<file path="src/rtl/spi_pkg.sv">
// Shared definitions for the SPI target shift engine:
// SPI mode encodings, FSM states and the default word width.
package spi_pkg;

    localparam int DEF_DATA_W = 8;

    // {CPOL, CPHA}
    typedef enum logic [1:0] {
        MODE0 = 2'b00,
        MODE1 = 2'b01,
        MODE2 = 2'b10,
        MODE3 = 2'b11
    } spi_mode_e;

    typedef enum logic {
        ST_IDLE  = 1'b0,
        ST_SHIFT = 1'b1
    } spi_state_e;

endpackage

</file>
<file path="src/rtl/spi_sync_edge.sv">
// Synchroniser plus edge detector for one asynchronous input.
// Ports: clk, rst_n, d (async in); level, rise, fall (synchronised, 1-clk pulses).
module spi_sync_edge #(
    parameter int   SYNC_STAGES = 2,
    parameter logic RST_VAL     = 1'b0
) (
    input  logic clk,
    input  logic rst_n,
    input  logic d,
    output logic level,
    output logic rise,
    output logic fall
);

    logic [SYNC_STAGES-1:0] sync_q;
    logic [SYNC_STAGES-1:0] sync_d;
    logic                   prev_q;
    logic                   prev_d;

    always_comb begin
        sync_d = {sync_q[SYNC_STAGES-2:0], d};
        prev_d = sync_q[SYNC_STAGES-1];
    end

    always_ff @(posedge clk or negedge rst_n) begin
        if (!rst_n) begin
            sync_q <= {SYNC_STAGES{RST_VAL}};
            prev_q <= RST_VAL;
        end else begin
            sync_q <= sync_d;
            prev_q <= prev_d;
        end
    end

    assign level = sync_q[SYNC_STAGES-1];
    assign rise  = level & ~prev_q;
    assign fall  = ~level & prev_q;

endmodule

</file>
<file path="src/rtl/spi_slave_engine.sv">
// SPI target shift engine: oversamples SCLK/CS_n/MOSI, deserialises MOSI
// into RxData and serialises TxData (through a one-word holding register) onto MISO.
// Ports: clk, rst_n; CPOL, CPHA mode; SCLK, CS_n, MOSI, MISO, MISO_oe pins;
// TxData/TxValid/TxReady user tx; RxData/RxValid user rx; TxUnderrun, Busy status.
module spi_slave_engine
    import spi_pkg::*;
#(
    parameter int DATA_W      = DEF_DATA_W,
    parameter int SYNC_STAGES = 2,
    parameter bit MSB_FIRST   = 1'b1
) (
    input  logic              clk,
    input  logic              rst_n,
    input  logic              CPOL,
    input  logic              CPHA,
    input  logic              SCLK,
    input  logic              CS_n,
    input  logic              MOSI,
    output logic              MISO,
    output logic              MISO_oe,
    input  logic [DATA_W-1:0] TxData,
    input  logic              TxValid,
    output logic              TxReady,
    output logic [DATA_W-1:0] RxData,
    output logic              RxValid,
    output logic              TxUnderrun,
    output logic              Busy
);

    localparam int            CW   = $clog2(DATA_W);
    localparam logic [CW-1:0] LAST = CW'(DATA_W - 1);

    logic sclk_lvl;
    logic sclk_rise;
    logic sclk_fall;
    logic cs_lvl;
    logic cs_rise;
    logic cs_fall;

    spi_sync_edge #(
        .SYNC_STAGES (SYNC_STAGES),
        .RST_VAL     (1'b0)
    ) u_sclk_sync (
        .clk   (clk),
        .rst_n (rst_n),
        .d     (SCLK),
        .level (sclk_lvl),
        .rise  (sclk_rise),
        .fall  (sclk_fall)
    );

    spi_sync_edge #(
        .SYNC_STAGES (SYNC_STAGES),
        .RST_VAL     (1'b1)
    ) u_cs_sync (
        .clk   (clk),
        .rst_n (rst_n),
        .d     (CS_n),
        .level (cs_lvl),
        .rise  (cs_rise),
        .fall  (cs_fall)
    );

    // MOSI only needs its level; same depth keeps it aligned with SCLK.
    logic [SYNC_STAGES-1:0] mosi_q;
    logic [SYNC_STAGES-1:0] mosi_d;
    logic                   mosi_s;

    assign mosi_d = {mosi_q[SYNC_STAGES-2:0], MOSI};
    assign mosi_s = mosi_q[SYNC_STAGES-1];

    spi_state_e        state_q;
    spi_state_e        state_d;
    spi_mode_e         mode_q;
    spi_mode_e         mode_d;
    logic [CW-1:0]     bit_cnt_q;
    logic [CW-1:0]     bit_cnt_d;
    logic              word_end_q;
    logic              word_end_d;
    logic [DATA_W-1:0] rx_shift_q;
    logic [DATA_W-1:0] rx_shift_d;
    logic [DATA_W-1:0] tx_shift_q;
    logic [DATA_W-1:0] tx_shift_d;
    logic [DATA_W-1:0] hold_q;
    logic [DATA_W-1:0] hold_d;
    logic              hold_full_q;
    logic              hold_full_d;
    logic [DATA_W-1:0] rx_data_q;
    logic [DATA_W-1:0] rx_data_d;
    logic              rx_valid_q;
    logic              rx_valid_d;
    logic              underrun_q;
    logic              underrun_d;

    logic              cpol_q;
    logic              cpha_q;
    logic              sclk_edge;
    logic              lead_edge;
    logic              trail_edge;
    logic              sample_edge;
    logic              shift_edge;
    logic              do_load;
    logic              tx_take;
    logic [DATA_W-1:0] rx_next;
    logic [DATA_W-1:0] tx_next;

    assign cpol_q = mode_q[1];
    assign cpha_q = mode_q[0];

    // A detected edge leaves SCLK at the non-idle level when it is leading.
    assign sclk_edge   = sclk_rise | sclk_fall;
    assign lead_edge   = sclk_edge && (sclk_lvl != cpol_q);
    assign trail_edge  = sclk_edge && (sclk_lvl == cpol_q);
    assign sample_edge = cpha_q ? trail_edge : lead_edge;
    assign shift_edge  = cpha_q ? lead_edge : trail_edge;

    always_comb begin
        if (MSB_FIRST) begin
            rx_next = {rx_shift_q[DATA_W-2:0], mosi_s};
            tx_next = {tx_shift_q[DATA_W-2:0], 1'b0};
        end else begin
            rx_next = {mosi_s, rx_shift_q[DATA_W-1:1]};
            tx_next = {1'b0, tx_shift_q[DATA_W-1:1]};
        end
    end

    always_comb begin
        state_d     = state_q;
        mode_d      = mode_q;
        bit_cnt_d   = bit_cnt_q;
        word_end_d  = word_end_q;
        rx_shift_d  = rx_shift_q;
        tx_shift_d  = tx_shift_q;
        hold_d      = hold_q;
        hold_full_d = hold_full_q;
        rx_data_d   = rx_data_q;
        rx_valid_d  = 1'b0;
        underrun_d  = 1'b0;
        do_load     = 1'b0;
        tx_take     = 1'b0;

        unique case (state_q)
            ST_IDLE: begin
                if (cs_fall) begin
                    state_d    = ST_SHIFT;
                    mode_d     = spi_mode_e'({CPOL, CPHA});
                    bit_cnt_d  = '0;
                    word_end_d = 1'b0;
                    rx_shift_d = '0;
                    // CPHA=0 must present bit 0 before the first edge.
                    do_load    = !CPHA;
                end
            end
            ST_SHIFT: begin
                if (sample_edge) begin
                    rx_shift_d = rx_next;
                    if (bit_cnt_q == LAST) begin
                        bit_cnt_d  = '0;
                        word_end_d = 1'b1;
                        rx_data_d  = rx_next;
                        rx_valid_d = 1'b1;
                    end else begin
                        bit_cnt_d = bit_cnt_q + CW'(1);
                    end
                end
                if (shift_edge) begin
                    word_end_d = 1'b0;
                    if (cpha_q ? (bit_cnt_q == '0) : word_end_q) begin
                        do_load = 1'b1;
                    end else begin
                        tx_shift_d = tx_next;
                    end
                end
                // A word completing on this same clock still reports.
                if (cs_rise) begin
                    state_d    = ST_IDLE;
                    bit_cnt_d  = '0;
                    word_end_d = 1'b0;
                    do_load    = 1'b0;
                end
            end
        endcase

        if (do_load) begin
            if (hold_full_q) begin
                tx_shift_d  = hold_q;
                hold_full_d = 1'b0;
            end else if (TxValid) begin
                tx_shift_d = TxData;
                tx_take    = 1'b1;
            end else begin
                tx_shift_d = '0;
                underrun_d = 1'b1;
            end
        end

        if (TxValid && !hold_full_q && !tx_take) begin
            hold_d      = TxData;
            hold_full_d = 1'b1;
        end
    end

    always_ff @(posedge clk or negedge rst_n) begin
        if (!rst_n) begin
            mosi_q      <= '0;
            state_q     <= ST_IDLE;
            mode_q      <= MODE0;
            bit_cnt_q   <= '0;
            word_end_q  <= 1'b0;
            rx_shift_q  <= '0;
            tx_shift_q  <= '0;
            hold_q      <= '0;
            hold_full_q <= 1'b0;
            rx_data_q   <= '0;
            rx_valid_q  <= 1'b0;
            underrun_q  <= 1'b0;
        end else begin
            mosi_q      <= mosi_d;
            state_q     <= state_d;
            mode_q      <= mode_d;
            bit_cnt_q   <= bit_cnt_d;
            word_end_q  <= word_end_d;
            rx_shift_q  <= rx_shift_d;
            tx_shift_q  <= tx_shift_d;
            hold_q      <= hold_d;
            hold_full_q <= hold_full_d;
            rx_data_q   <= rx_data_d;
            rx_valid_q  <= rx_valid_d;
            underrun_q  <= underrun_d;
        end
    end

    assign MISO_oe    = ~cs_lvl;
    assign MISO       = MISO_oe &
                        (MSB_FIRST ? tx_shift_q[DATA_W-1] : tx_shift_q[0]);
    assign TxReady    = ~hold_full_q;
    assign RxData     = rx_data_q;
    assign RxValid    = rx_valid_q;
    assign TxUnderrun = underrun_q;
    assign Busy       = (state_q == ST_SHIFT);

endmodule
</file>
<file path="config.mk">
export PLATFORM = sky130hd
export DESIGN_NAME = spi_slave_engine
export DESIGN_NICKNAME = d
export VERILOG_FILES = /design/src/rtl/spi_pkg.sv /design/src/rtl/spi_sync_edge.sv /design/src/rtl/spi_slave_engine.sv
export SDC_FILE = /design/constraint.sdc
export NUM_CORES = 1
export LEC_CHECK = 0
export CORE_ASPECT_RATIO = 2
export CORE_MARGIN = 4
export CORE_UTILIZATION = 40
export CTS_CLUSTER_SIZE = 16
export DETAILED_ROUTE_END_ITERATION = 10
export SYNTH_ARGS = -nofsm -noshare
export SYNTH_HDL_FRONTEND = slang
export SYNTH_HIERARCHICAL = 1
export SYNTH_SLANG_ARGS = --single-unit
</file>
<file path="constraint.sdc">
create_clock -name clk -period 2.5 [get_ports clk]
set_input_delay 0.625 -clock clk [delete_from_list [all_inputs] [get_ports clk]]
set_output_delay 0.625 -clock clk [all_outputs]
set_load 0.01 [all_outputs]
</file>
==> results of run 1 <==
-- state kept, by name, indices dropped and copies added, names as in the netlist, 2 cells and up --
name and count:
RxData 8, bit_cnt_q 3, hold_q 8, mode_q 2
mosi_q 2, rx_shift_q 7, tx_shift_q 8, u_cs_sync/sync_q 2
u_sclk_sync/sync_q 2
-- layout by cell type (no fill, tap or decap), types with 2 or more instances in the layout --
cell type	synthesis	final
ha_1	3	3
nand2_1	29	29
clkbuf_1	4	2
buf_4	0	3
nand2b_1	3	3
inv_1	7	7
and2b_2	2	2
dfrtp_1	46	46
a221oi_1	6	6
clkdlybuf4s50_1	0	28
nand3b_1	2	2
nand3_1	4	4
a21oi_1	4	4
dfstp_2	3	3
nor2_1	4	4
nor2b_1	11	11
mux2_2	9	9
o21ai_0	14	14
clkbuf_8	0	5
o31ai_1	6	6
mux2_4	8	8
-- worst paths after layout --
kind | start | endpoint | slack [ns] | cells after the start
setup / recovery | u_sclk_sync/sync_q[1] | RxData[1] | 0.32 | 5
hold / removal | u_sclk_sync/sync_q[0] | u_sclk_sync/sync_q[1] | 0.35 | 0
setup reg to reg | u_sclk_sync/sync_q[1] | RxData[1] | 0.32 | 5
hold reg to reg | u_sclk_sync/sync_q[0] | u_sclk_sync/sync_q[1] | 0.35 | 0
min in group asynchronous | rst_n | u_sclk_sync/prev_q | 0.42 | 2
max in group asynchronous | rst_n | hold_q[3] | 1.68 | 2
-- cells in the mapped netlist --
master | instances | area [um^2]
ha_1 | 3 | 37.54
a21boi_0 | 1 | 7.510
o31ai_1 | 6 | 45.04
and3_2 | 1 | 7.510
dfrtp_1 | 46 | 1151
a31oi_1 | 1 | 6.260
clkbuf_1 | 4 | 15.01
a21o_1 | 1 | 7.510
nand2_1 | 29 | 108.9
o21a_1 | 1 | 7.510
nor2_1 | 4 | 15.01
mux2_4 | 8 | 120.1
a211o_2 | 1 | 10.01
mux2i_1 | 1 | 10.01
inv_1 | 7 | 26.28
o21ai_0 | 14 | 70.07
or2_2 | 1 | 6.260
xor3_1 | 1 | 23.77
mux2_2 | 9 | 101.4
nand2b_1 | 3 | 18.77
o22a_4 | 1 | 17.52
a221oi_1 | 6 | 52.55
nor2b_1 | 11 | 68.82
nor3_1 | 1 | 5.000
nand3b_1 | 2 | 15.01
and2b_2 | 2 | 17.52
buf_2 | 1 | 5.000
nand2b_4 | 1 | 13.76
and2_4 | 1 | 8.760
buf_6 | 2 | 22.52
dfstp_2 | 3 | 78.83
a21oi_1 | 4 | 20.02
nand3_1 | 4 | 20.02
-- worst register-to-register path, stage by stage (launching register included) --
cell and delay [ns]:
dfrtp_1 0.41, and2b_2 0.22, or2_2 0.33, and3_2 0.35
nand2_1 0.37, mux2_2 0.39
-- per-stage QoR --
step | setup WS (ns) | hold slack [ns] | area (um^2) | instances
2_1_floorplan | 0.6654 | 0.3294 | 2141 | 181
3_3_place_gp | 0.3414 | 0.3327 | 2479 | 264
3_5_place_dp | 0.2952 | 0.3347 | 2479 | 264
4_1_cts | 0.2844 | 0.3570 | 2562 | 272
5_1_grt | 0.2029 | 0.3676 | 2562 | 272
6_report | 0.3223 | 0.3545 | 2562 | 272
-- kinds of logic after synthesis --
group / after synthesis / share of synthesized area [%]
DFF: 49 / 57.45
and+or+nand+nor: 60 / 14.26
adders and majority gates: 3 / 1.754
buffers and inverters: 14 / 3.214
xor gates and xnor gates: 1 / 1.110
AOI/OAI and AO/OA: 36 / 11.40
muxes: 18 / 10.81
-- power groups by stage --
| stage | clock (mW) | sequential [mW] | combinational (mW) |
|---|---|---|---|
| 6_report | 0.455 | 1.07 | 0.461 |
| 5_1_grt | 0.495 | 1.09 | 0.525 |
| 4_1_cts | 0.468 | 1.07 | 0.470 |
| 3_5_place_dp | 0 | 1.09 | 0.467 |
| 3_3_place_gp | 0 | 1.08 | 0.452 |
| 2_1_floorplan | 0 | 1.05 | 0.368 |
-- final cells by class --
type / instances / area (um^2) / share of cell area [%]
sequential: 49 / 1230 / 48.00
timing repair buffer: 32 / 307.8 / 12.01
clock inverter: 1 / 7.507 / 0.2930
inverter: 7 / 26.28 / 1.025
multi-input combinational: 118 / 842.1 / 32.86
tap: 58 / 72.57 / 2.832
clock buffer: 7 / 76.32 / 2.979
-- metal layers --
metal	track usage, %	part of all wire, %	vias up
li1	-	-	683
met1	14.45	40	679
met2	22.90	55	27
met3	2.552	3.4	7
met4	5.325	1.9	0
met5	0	0	-
==> results_dict.tcl, run 1 <==
set metrics [dict create \
    status "finished clean" \
    cts-htree-levels 2 \
    drt_iter0_drc 24 \
    comb_power_share_pct 23.2 \
    fin_util_pct 49.42 \
    postCtsSetupRepairBufs 0 \
    p_sw_uw 565.9 \
    diodes 0 \
    area_growth_pct 19.70 \
    die-area_um2 6658 \
    hold_viol 0 \
    antenna_found_initial 0 \
    p_total_mw 1.984 \
    vias 1396 \
    antenna_left 0 \
    nets 232 \
    core_area_um2 5185 \
    grt_max_degree 50 \
    n_fill_cell 495 \
    hold_buffers 0 \
    cts.repair.resized 0 \
    ys_types 33 \
    clock-sinks 49 \
    crit_path_end_kind "register" \
    grt_overflow 0 \
    period_share_pct 87.11 \
    cp.required_ns 2.69 \
    netlist_instances 181 \
    critical_path_buf_inv_count 0 \
    yosysWarnings 6 \
    finalWeightedCongestion 0.7296 \
    synth-seq-cells 49 \
    wl_per_cell_um 14.47 \
    io_buffers 29 \
    hold_path_class "reg2reg" \
    slowest_stage "dfrtp_1" \
    drive_gt1_share_pct 17.76 \
    slew_violations 0 \
    die_h_um 111.5 \
    mappedNetlistArea_um2 2141 \
    seq_area_frac_synth_pct 57.45 \
    grt_pass1_wl_mm 6.713 \
    initial_core_util_pct 41.29 \
    clock_skew_ns 0.004561 \
    cp_cell_sequence "and2b_2, or2_2, and3_2, nand2_1, mux2_2" \
    pin_count 30 \
    setup_tns_ns 0 \
    via_per_inst 5.132 \
    p_leak_nw 1.156 \
    crit_family "simple AND/OR/NAND/NOR gates" \
    drc 0 \
    seq_power_share_pct 53.8 \
    synthesis.nets 200 \
    setup_viol 0 \
    cts_made_buffers 5 \
    syn_avg_cell_area_um2 11.83 \
    max_freq_mhz 459.2 \
    place_hpwl_mm 2.870 \
    postRouteWirelength_mm 3.936 \
    worstPathArrival_ns 2.37 \
    cts_tree "built" \
    critical_path_class "reg2reg" \
    critPathMaxFanout 21 \
    critPathMaxStageDelay_ns 0.41 \
    pwr-share-clk_pct 22.9 \
    rows 37 \
    grt_pass1_vias 1481 \
    tightest_slew_ns 0.6140 \
    power_switching_share_pct 28.52 \
    max_slew_margin_pct 59.07 \
    drt-pass1-iter-count 4 \
    grt_usage_pct 12.98 \
    insertion_delay_ns 0.30 \
    critPathLaunchType "register" \
    clockBufferDepth 2 \
    cts_root_buffer "clkbuf_8" \
    max_cap_viol_count 0 \
    clk_pin_slew_ns 0.09 \
    internal-power_mw 1.418 \
    post-route-min-period_ns 2.178 \
    rsz0062_at_grt "false" \
    die_w_um 59.73 \
    p_per_area_nw_per_um2 774.3 \
    ir_drop_mv 0.4376 \
]
(Power assumes the default switching activity.)
==> run 2: changes to the inputs <==
--- a/config.mk
+++ b/config.mk
@@ -7,9 +7,10 @@
 export LEC_CHECK = 0
 export CORE_ASPECT_RATIO = 2
 export CORE_MARGIN = 4
-export CORE_UTILIZATION = 40
+export CORE_UTILIZATION = 50
 export CTS_CLUSTER_SIZE = 16
 export DETAILED_ROUTE_END_ITERATION = 10
+export PLACE_DENSITY = 0.74
 export SYNTH_ARGS = -nofsm -noshare
 export SYNTH_HDL_FRONTEND = slang
 export SYNTH_HIERARCHICAL = 1
==> results_dict.tcl, run 2 (synthesis gave the netlist of run 1 again) <==
set metrics [dict create \
    wl_per_cell_um 13.99 \
    drive_gt1_share_pct 18.14 \
    critPathMaxFanout 21 \
    fin_util_pct 62.06 \
    diodes 0 \
    final_cell_mix "dfrtp_1, nand2_1, clkdlybuf4s50_1, o21ai_0, nor2b_1" \
    drc 0 \
    grt_max_degree 25 \
    antenna_left 0 \
    hold_path_class "in2async" \
    grt_overflow 0 \
    io_buffers 29 \
    slowest_stage "dfrtp_1" \
    die_h_um 100.5 \
    clk_pin_slew_ns 0.08 \
    die_w_um 54.27 \
    vias 1412 \
    worstPathArrival_ns 2.35 \
    postRouteWirelength_mm 3.736 \
    setup_tns_ns 0 \
    grt_pass1_wl_mm 6.437 \
    rows 33 \
    critical_path_class "reg2reg" \
    period_share_pct 86.47 \
    clock_skew_ns 0.005145 \
    grt_usage_pct 16.09 \
    cts_made_buffers 5 \
    nets 233 \
    drt_iter0_drc 10 \
    place_ws_ns 0.3277 \
    slew_violations 0 \
    clock-sinks 49 \
    timing.final.ws_setup_ns 0.3382 \
    cts-htree-levels 2 \
    tightest_slew_ns 0.5292 \
    mostFrequentLayoutCell "dfrtp_1" \
    p_leak_nw 1.161 \
    core_area_um2 4129 \
    postCtsSetupRepairBufs 0 \
    grt_pass1_vias 1497 \
    finalWeightedCongestion 0.8546 \
    ir_drop_mv 0.5256 \
    cts_root_buffer "clkbuf_8" \
    antenna_found_initial 0 \
    drt-pass1-iter-count 4 \
    max_slew_margin_pct 64.72 \
    cp.required_ns 2.68 \
    max_cap_viol_count 0 \
    cp_cell_sequence "and2b_2, or2_2, and3_2, nand2_1, mux2_2" \
    clockBufferDepth 2 \
    insertion_delay_ns 0.30 \
    critPathLaunchType "register" \
    place_hpwl_mm 2.871 \
    rsz0062_at_grt "false" \
    cts_tree "built" \
    pin_count 30 \
    p_per_area_nw_per_um2 770.0 \
    via_per_inst 5.288 \
    critPathMaxStageDelay_ns 0.40 \
    crit_path_end_kind "register" \
    cts.repair.resized 0 \
    post-route-min-period_ns 2.162 \
    initial_core_util_pct 51.85 \
    die-area_um2 5456 \
    hold_buffers 0 \
    status "finished clean" \
    max_freq_mhz 462.6 \
    setup_viol 0 \
    hold_viol 0 \
    area_growth_pct 19.70 \
]
-- run 2: cell count changes in the layout (fill, tap and decap cells not counted) --
cell	delta
buf_4	+1
-- run 2: area by class of cell --
cell class / instances / area [um^2]
tap: 52 / 65.06
fill: 348 / 1567
clock inverter: 1 / 7.507
clock buffer: 7 / 76.32
timing repair buffer: 33 / 315.3
sequential: 49 / 1230
multi-input combinational: 118 / 842.1
inverter: 7 / 26.28
-- run 2: power by group --
group | switching (mW) | internal, mW
logic | 0.199 | 0.265
registers | 0.113 | 0.957
clock network | 0.241 | 0.198
total | 0.554 | 1.42
-- run 2: final timing paths --
check	start	to	slack (ns)	cells after the start
worst max-delay path	u_sclk_sync/sync_q[1]	RxData[1]	0.34	5
worst min-delay path	rst_n	word_end_q	0.30	1
worst max register to register	u_sclk_sync/sync_q[1]	RxData[1]	0.34	5
worst min register to register	mosi_q[0]	mosi_q[1]	0.35	0
max in group asynchronous	rst_n	u_cs_sync/sync_q[1]	1.55	2
min in group clk	mosi_q[0]	mosi_q[1]	0.35	0
-- run 2: worst max-delay path, delay by kind of cell (launching register included) --
kind | cells | cell delay (ns)
multiplexers | 1 | 0.38
flip-flops | 1 | 0.40
AND/OR/NAND/NOR | 4 | 1.25
-- run 2: stage by stage --
stage / power, mW / cells / area, um^2 / hold slack [ns]
floorplan: 1.413 / 181 / 2141 / 0.3294
global placement: 1.527 / 259 / 2479 / 0.3330
detailed placement: 1.554 / 259 / 2479 / 0.3358
CTS: 2.001 / 267 / 2562 / 0.3069
global route: 2.103 / 267 / 2562 / 0.3330
finish: 1.973 / 267 / 2562 / 0.3011
-- run 2: per-layer routing --
| layer | routed length, um | GRT usage [%] |
|---|---|---|
| met1 | 1432 | 18.19 |
| met2 | 2111 | 27.79 |
| met3 | 142 | 4.000 |
| met4 | 49 | 6.142 |
| met5 | 0 | 0 |
==> run 3: changes to the inputs <==
--- a/config.mk
+++ b/config.mk
@@ -11,6 +11,7 @@
 export CTS_CLUSTER_SIZE = 16
 export DETAILED_ROUTE_END_ITERATION = 10
 export PLACE_DENSITY = 0.74
+export SLEW_MARGIN = 20
 export SYNTH_ARGS = -nofsm -noshare
 export SYNTH_HDL_FRONTEND = slang
 export SYNTH_HIERARCHICAL = 1
==> results of run 3 <==
Final layout, timing and power as in run 2 (identical DEF).
